### src/rtl/demo_06.sv
// 4-bit two-level carry-lookahead adder with a registered, valid-qualified result.
// Define DEMO_06_GROUP_PG_EN to add registered group propagate/generate outputs.
module demo_06 (
   input  logic       clk,
   input  logic       rst_n,
   input  logic [3:0] A,
   input  logic [3:0] B,
   input  logic       C0,
   input  logic       in_valid,
   output logic [3:0] F,
   output logic       C4,
   output logic       out_valid
`ifdef DEMO_06_GROUP_PG_EN
  ,output logic       PG,
   output logic       GG
`endif
);

   logic [3:0] g;
   logic [3:0] p;
   logic       c1;
   logic       c2;
   logic       c3;
   logic       grp_p;
   logic       grp_g;
   logic       c4_n;
   logic [3:0] sum_n;

   always_comb begin
      g = A & B;
      p = A ^ B;
   end

   // Every carry is a flat sum of products of G/P and C0: no carry feeds another.
   always_comb begin
      c1 = g[0]
         | (p[0] & C0);
      c2 = g[1]
         | (p[1] & g[0])
         | (p[1] & p[0] & C0);
      c3 = g[2]
         | (p[2] & g[1])
         | (p[2] & p[1] & g[0])
         | (p[2] & p[1] & p[0] & C0);
      grp_p = p[3] & p[2] & p[1] & p[0];
      grp_g = g[3]
            | (p[3] & g[2])
            | (p[3] & p[2] & g[1])
            | (p[3] & p[2] & p[1] & g[0]);
      c4_n  = grp_g | (grp_p & C0);
      sum_n = p ^ {c3, c2, c1, C0};
   end

   always_ff @(posedge clk or negedge rst_n) begin
      if (!rst_n) begin
         F         <= 4'b0000;
         C4        <= 1'b0;
         out_valid <= 1'b0;
      end else begin
         out_valid <= in_valid;
         if (in_valid) begin
            F  <= sum_n;
            C4 <= c4_n;
         end
      end
   end

`ifdef DEMO_06_GROUP_PG_EN
   always_ff @(posedge clk or negedge rst_n) begin
      if (!rst_n) begin
         PG <= 1'b0;
         GG <= 1'b0;
      end else if (in_valid) begin
         PG <= grp_p;
         GG <= grp_g;
      end
   end
`else
   logic unused_grp;
   assign unused_grp = grp_p;
`endif

endmodule

### config.mk
export PLATFORM = sky130hd
export DESIGN_NAME = demo_06
export DESIGN_NICKNAME = d
export VERILOG_FILES = /design/src/rtl/demo_06.sv
export SDC_FILE = /design/constraint.sdc
export NUM_CORES = 1
export LEC_CHECK = 0
export CAP_MARGIN = 10
export CORE_AREA = 2 2 39 41
export CTS_BUF_LIST = sky130_fd_sc_hd__clkbuf_4 sky130_fd_sc_hd__clkbuf_8 sky130_fd_sc_hd__clkbuf_16
export DETAILED_ROUTE_END_ITERATION = 8
export DIE_AREA = 0 0 41 43
export GPL_TIMING_DRIVEN = 1
export PLACE_DENSITY = 0.7
export SYNTH_ARGS = -nofsm -noshare
export SYNTH_HDL_FRONTEND = slang
export SYNTH_SLANG_ARGS = --single-unit
export TNS_END_PERCENT = 1
### constraint.sdc
create_clock -name clk -period 1 [get_ports clk]
set_input_delay 0.2 -clock clk [delete_from_list [all_inputs] [get_ports clk]]
set_output_delay 0.2 -clock clk [all_outputs]
set_load 0.01 [all_outputs]
======== Word level (Yosys, flattened, before mapping) ========
Index checks and enable logic that the tools add are counted.
storage, ports and cells
  bits in registers ....................... 6
  bits of input ports ..................... 12
  output and inout port bits .............. 6
  word-level logic and storage cells ...... 32
cells by class
  bitwise operators ....................... 29
operators by type and width
  kind               number
  1-bit bitwise AND  16
  1-bit bitwise OR   10
  4-bit bitwise XOR  2
  4-bit bitwise AND  1

======== Depth between registers and ports, before layout ========
Gate-level depths: netlist (run 1).
  depth after elaboration ................. 6
  gate-level depth with buffers ........... 4
  mapped depth without buffers ............ 4

======== Worst setup path after synthesis (run 1) ========
OpenSTA, ideal clock, no wires.
  path type ............................... input to register
  start point ............................. input A[1]
  end point ............................... register F[2]
  library setup time ...................... 71 ps
  data arrival time ....................... 1154 ps
  data required time ...................... 929 ps
  setup slack ............................. -225 ps
  stages .................................. 4
  buffers on the path ..................... 0
  cell sequence ........................... ha_1 -> inv_2 -> or4_1 -> nand4_1
between the ends
  longest elaborated chain between the ends .. 5
  elaborated cells between the ends (all ways) .. 8
  classes of those cells .................. bitwise: 8
ends and longest elaborated chain
  item                                                          RTL line  source
  start, declared                                               6         input logic [3:0] A,
  4-bit bitwise XOR                                             31        p = A ^ B;
  1-bit bitwise AND, on equally long branches                   39, 40
  1-bit bitwise OR / 1-bit bitwise AND (equally long branches)  39, 40
  1-bit bitwise OR (*)                                          40        | (p[1] & p[0] & C0);
  4-bit bitwise XOR (*)                                         51        sum_n = p ^ {c3, c2, c1, C0};
  end signal, assigned                                          62        F <= sum_n;
  end, declared                                                 10        output logic [3:0] F,
Mark *: on every way between the ends. The rest lies on a longest branch, timed or not.
A chain may end at the register's enable or synchronous reset.

======== Worst setup path after layout (run 1) ========
Same ends and word-level chain as after synthesis.

==> results of run 1 <==
## cells in the mapped netlist (all sizes together), types with 2 or more instances
cell type,instances,area [sq um]
nand3,2,10.0
dfrtp,6,150
ha,4,50.1
inv,6,25.0
o21ai,2,10.0
nand2,3,11.3
## cell type report
type,count,area share
sequential,6,0.214
inverter,6,0.0357
multi-input combinational,28,0.433
clock buffer,3,0.0321
tap,16,0.0285
timing repair buffer,26,0.257
## cell usage in the layout (no fill, tap or decap), drive strengths merged, types with 2 or more instances in the layout
cell     n
clkbuf   5
dfrtp    6
ha       4
nand2    3
inv      6
nand3    2
o21ai    2
buf     23
## per-layer routing
| metal | wire, um | track usage |
|---|---|---|
| met1 | 422 | 0.169 |
| met2 | 564 | 0.228 |
| met3 | 93 | 0.0157 |
| met4 | 12 | 0.100 |
| met5 | 0 | 0 |
## metrics by stage
step / hold slack, ns / total power [mW]
final: 0.199 / 0.867
after detailed placement: 0.457 / 0.673
after global placement: 0.453 / 0.661
after global routing: 0.224 / 0.926
after CTS: 0.203 / 0.868
after floorplan: -0.0956 / 0.460
## repair_timing
action | in CTS | in global routing
pin swaps | 8 | 9
gates resized for setup | 65 | 8
setup buffers | 0 | 1
hold endpoints to repair | 0 | 0
hold buffers | 0 | 0
endpoints found under the setup margin | 11 | 4
## where the power goes
part / internal (mW) / total [mW] / switching (mW) / leakage, nW
Clock: 0.135 / 0.214 / 0.0787 / 0.0138
Combinational: 0.201 / 0.348 / 0.147 / 0.252
Sequential: 0.283 / 0.305 / 0.0228 / 0.0722
Total: 0.618 / 0.867 / 0.249 / 0.338
## logic make-up after synthesis
family / after synthesis / share of synthesized area
compound gates: 8 / 0.138
mux: 2 / 0.0511
xor+xnor: 1 / 0.0210
buf+inv: 7 / 0.0871
fa+ha+maj: 5 / 0.168
simple gates: 12 / 0.174
flops: 6 / 0.360
## sequential cells by signal, summed over array words and instances (netlist names)
signal and flops:
F 4, out_valid 1, C4 1
## path summary, 6_finish.rpt
kind	startpoint	end	slack (ns)	depth (start not counted)
setup / recovery	A[1]	F[2]	0.02	5
hold / removal	rst_n	C4	0.20	1
setup reg to reg	F[3]	F[3]	0.05	3
hold reg to reg	C4	C4	0.51	2
max in group asynchronous	rst_n	F[1]	0.59	1
min in group clk	B[3]	C4	0.33	4
## worst max-delay path: cells and delay by family
| kind | cells | cell delay [ns] |
|---|---|---|
| simple gates | 2 | 0.54 |
| fa+ha+maj | 1 | 0.28 |
| buf+inv | 2 | 0.13 |
==> metrics, run 1 <==
status finished clean; Clk Latency, worst-skew pair 0.24 ns; sequential share of the synthesized area 0.360; Cell Rows 14; CTS max path bufs 2; synth unique cells 27; worst-path fanout max 4; Max-slew headroom 0.825; hold crit path type in2async; first-pass GRT wire length 1670 um; die area 1760 sq um; DPL Wire Length around 850 um; Fmax 1020 MHz; number of DRC markers in iteration 0 5; total CTS buffers 3; io pins 18; TritonCTS Sinks 6; Final Instance Area 702 sq um; crit share post-route 0.981; Setup crit start kind input pin; Post-Route WL around 1100 um; Tot GR Track Use 0.144; final-report hold violation count 0; # DRC 0; number of setup violations in the final report 0; IO buf count 17; Slowest-stage cell, CP or4_1; largest net degree at the start of global routing 7; Max Cap Viol 0; Synth async-reset ratio 1.00; Die X approximately 40 um; flops & latches, synth 6; Data arrival, critical path ~1.2 ns; skew final 0 ns; number of flops mapped to enable cells by yosys 0; layout cells sized above 1 0.623; final net count 88; Worst setup EP type flip-flop; fillers 149; Post-Syn Instances 41; clock slew at reported path FFs 0.04 ns; mean area per synthesized cell approximately 10 sq um; Root Driver clkbuf_4; fin worst setup slack between 0.015 and 0.02 ns; Pwr Density 1240 nW/um^2; vias in the first global route between 400 and 500; non-filler cells, final 85; CTS tree done; Syn Std Cell Area 417 sq um; CP Data Required Time 1.17 ns; synthesis-to-finish area growth 68.5%; area taken by multi-input logic gates 304 sq um; Least-Margin Pin Slew about 0.26 ns; Setup Crit Path Kind in2reg; core box area 1380 sq um; maximum vdd drop 482 uV; GPL Wtd Cong around 0.75; initial antenna violation count 0; Synth Net Count 58; setup TNS 0 ns; Setup WS pre-CTS -0.644 ns; CP max stage delay 0.46 ns; CP Cell Sequence buf_6 > ha_4 > inv_2 > or4_1 > nand4_1; Util after Layout 0.507; RSZ-0062 raised after global routing yes; Placed Instances 81; htree depth 1; grt ovf 0; WL/cell 12.9 um; ANT cells 0; max-slew violations 0; Synth Flop Type dfrtp_1; ANT nets after route 0; register area 150 sq um; Initial Util 0.301; Yosys warning count 0; DP Area ~700 sq um; Static Leak 0.338 nW; vias per cell 5.02; Die H 43 um; final worst path period need 0.981 ns; routed vias between 400 and 500; 1st-pass router iterations 4
Power figures use the tool's default switching activity.
==> inputs of run 2 (changes only) <==
--- a/config.mk
+++ b/config.mk
@@ -11,6 +11,7 @@
 export DETAILED_ROUTE_END_ITERATION = 8
 export DIE_AREA = 0 0 41 43
 export GPL_TIMING_DRIVEN = 1
+export HOLD_SLACK_MARGIN = 0.08
 export PLACE_DENSITY = 0.7
 export SYNTH_ARGS = -nofsm -noshare
 export SYNTH_HDL_FRONTEND = slang
==> constraint.sdc (replaced) <==
create_clock -name clk -period 1.05 [get_ports clk]
set_input_delay 0.21 -clock clk [delete_from_list [all_inputs] [get_ports clk]]
set_output_delay 0.21 -clock clk [all_outputs]
set_load 0.01 [all_outputs]
==> run 2 against run 1 <==
Sequential power shrank 5%. Combinational power shrank 5%. First-iteration DRC count grew 40%. Total power shrank 4.7%. Hold slack gained 0.011 ns. Utilization shrank 0.090 points. Die area is the same. Via count shrank 0.23%. Critical path type unchanged. Critical endpoint unchanged.
==> metrics, run 2 (same netlist as run 1, synthesis figures left out) <==
final worst path period need approximately 1 ns; CP max stage delay 0.51 ns (was 0.46 ns); Reg with most FFs F (unchanged); fillers 148 (was 149); layout cells sized above 1 0.609 (was 0.623); vias in the first global route 405 (unchanged); io pins 18 (unchanged); Post-CTS Hold Fix Bufs 0 (unchanged); CP Cell Sequence clkdlybuf4s15_1 > inv_4 > or4_1 > nand4_1 (was buf_6 > ha_4 > inv_2 > or4_1 > nand4_1); register area 150 sq um (unchanged); Worst R2R End F[3] (unchanged); Worst setup EP type flip-flop (unchanged); number of DRC markers in iteration 0 7 (was 5); Cell Rows 14 (unchanged); R2R depth 3 (unchanged); worst-path fanout max 6 (was 4); total CTS buffers 3 (unchanged); number of flip-flops in the largest register 4 (unchanged); Max-slew headroom 0.811 (was 0.825); die area 1760 sq um (unchanged); Die H 43 um (unchanged); area taken by multi-input logic gates 304 sq um (unchanged); GPL Wtd Cong 0.747 (about the same); vias per cell 5.01 (was 5.02); number of setup violations in the final report 0 (unchanged); Clk Latency, worst-skew pair 0.24 ns (about the same); RSZ-0062 raised after global routing yes (unchanged); CP Data Required Time 1.22 ns (was 1.17 ns); grt ovf 0 (unchanged); WL/cell 13.0 um (was 12.9 um); Final Instance Area 701 sq um (was 702 sq um); Total Power 826 uW (was 867 uW); core box area 1380 sq um (unchanged); DPL Wire Length 847 um (unchanged); IO buf count 17 (unchanged); crit share post-route 0.969; setup slack, reg-to-reg 0.07 ns (was 0.05 ns); setup TNS 0 ns (unchanged); Post-Route WL 1100 um (was 1090 um); DP Area 693 sq um (unchanged); initial antenna violation count 0 (unchanged); 1st-pass router iterations 2 (was 4); hold crit path type in2async (unchanged); final-report hold violation count 0 (unchanged); htree depth 1 (unchanged); max-slew violations 0 (unchanged); Max Cap Viol 0 (unchanged); crit path from in_valid (was A[1]); commonest non-fill, non-tap cells in the layout buf_2 (9), buf_4 (8), dfrtp_1 (6) (was buf_2 (11), buf_4 (8), dfrtp_1 (6)); final net count 88 (unchanged); Initial Util 0.301 (unchanged); # DRC 0 (unchanged); Setup Crit Path Kind in2reg (unchanged); first-pass GRT wire length 1670 um (unchanged); CTS max path bufs 2 (unchanged); clock slew at reported path FFs 0.04 ns (about the same); Data arrival, critical path 1.19 ns (was 1.15 ns); Least-Margin Pin Slew 0.283 ns (was 0.262 ns); TritonCTS Sinks 6 (unchanged); Pwr Density 1180 nW/um^2 (was 1240 nW/um^2); status finished clean (unchanged); Root Driver clkbuf_4 (unchanged); Slowest-stage cell, CP or4_1 (unchanged); Regs by FF count F: 4 flops, C4: 1 flops, out_valid: 1 flops (unchanged); Setup crit start kind input pin (unchanged); Die X 41 um (unchanged); Tot GR Track Use 0.144 (unchanged); routed vias 426 (was 427); synthesis-to-finish area growth 68.2% (was 68.5%); ANT cells 0 (unchanged); Static Leak 0.336 nW (was 0.338 nW); CTS tree done (unchanged); skew final 0 ns (unchanged); Fmax 983 MHz; most common cell after layout, fill and taps aside buf_2 (unchanged); ANT nets after route 0 (unchanged); largest net degree at the start of global routing 7 (unchanged); maximum vdd drop 459 uV (was 482 uV); origin of the critical flop-to-flop path F[3] (unchanged)
==> run 2: layer usage <==
layer | track usage | vias to the layer above | part of all wire
met5 | 0 | - | 0
met4 | 0.100 | 0 | 0.011
met3 | 0.0157 | 2 | 0.065
met2 | 0.228 | 16 | 0.51
met1 | 0.169 | 203 | 0.41
li1 | - | 205 | -
==> run 2: per-stage QoR <==
stage	setup slack [ns]	util	hold WS (ns)	instances
after detailed placement	-0.604	0.501	0.467	81
after CTS	0.00209	0.516	0.213	84
after floorplan	-0.0439	-	-0.0856	41
after global routing	-0.000802	0.506	0.234	85
after global placement	-0.586	0.501	0.460	81
final	0.0327	0.506	0.210	85
==> run 2: worst max path at each step <==
stage / to / slack [ns] / depth (start not counted)
finish: F[2] / 0.03 / 4
global route: F[3] / -0.0008 / 5
CTS: out_valid / 0.002 / 1
detailed placement: F[1] / -0.60 / 5
global placement: F[1] / -0.59 / 5
floorplan: F[2] / -0.04 / 4
==> run 2: power by group <==
part,internal [mW],leakage [nW],switching [mW]
logic,0.190,0.250,0.142
registers,0.269,0.0722,0.0218
clock network,0.129,0.0138,0.0752
total,0.588,0.336,0.239
==> run 2: what timing repair did <==
item                                    4_1_cts  5_1_grt
gates resized for setup                      60        7
endpoints found under the setup margin       11        4
pin swaps                                     8        7
hold endpoints to repair                      0        0
cloned                                        0        0
setup buffers                                 0        1
==> run 2: layout make-up <==
cell class              count  share of cell area
inverters                   6              0.0357
clock buffers               3              0.0321
well taps                  16              0.0286
repair buffers             26               0.255
multi-input cells          28               0.434
flip-flops and latches      6               0.214
==> run 2: worst max-delay path: cells and delay by family <==
kind          cells  cell delay (ns)
simple gates      2             0.59
buf+inv           2             0.38
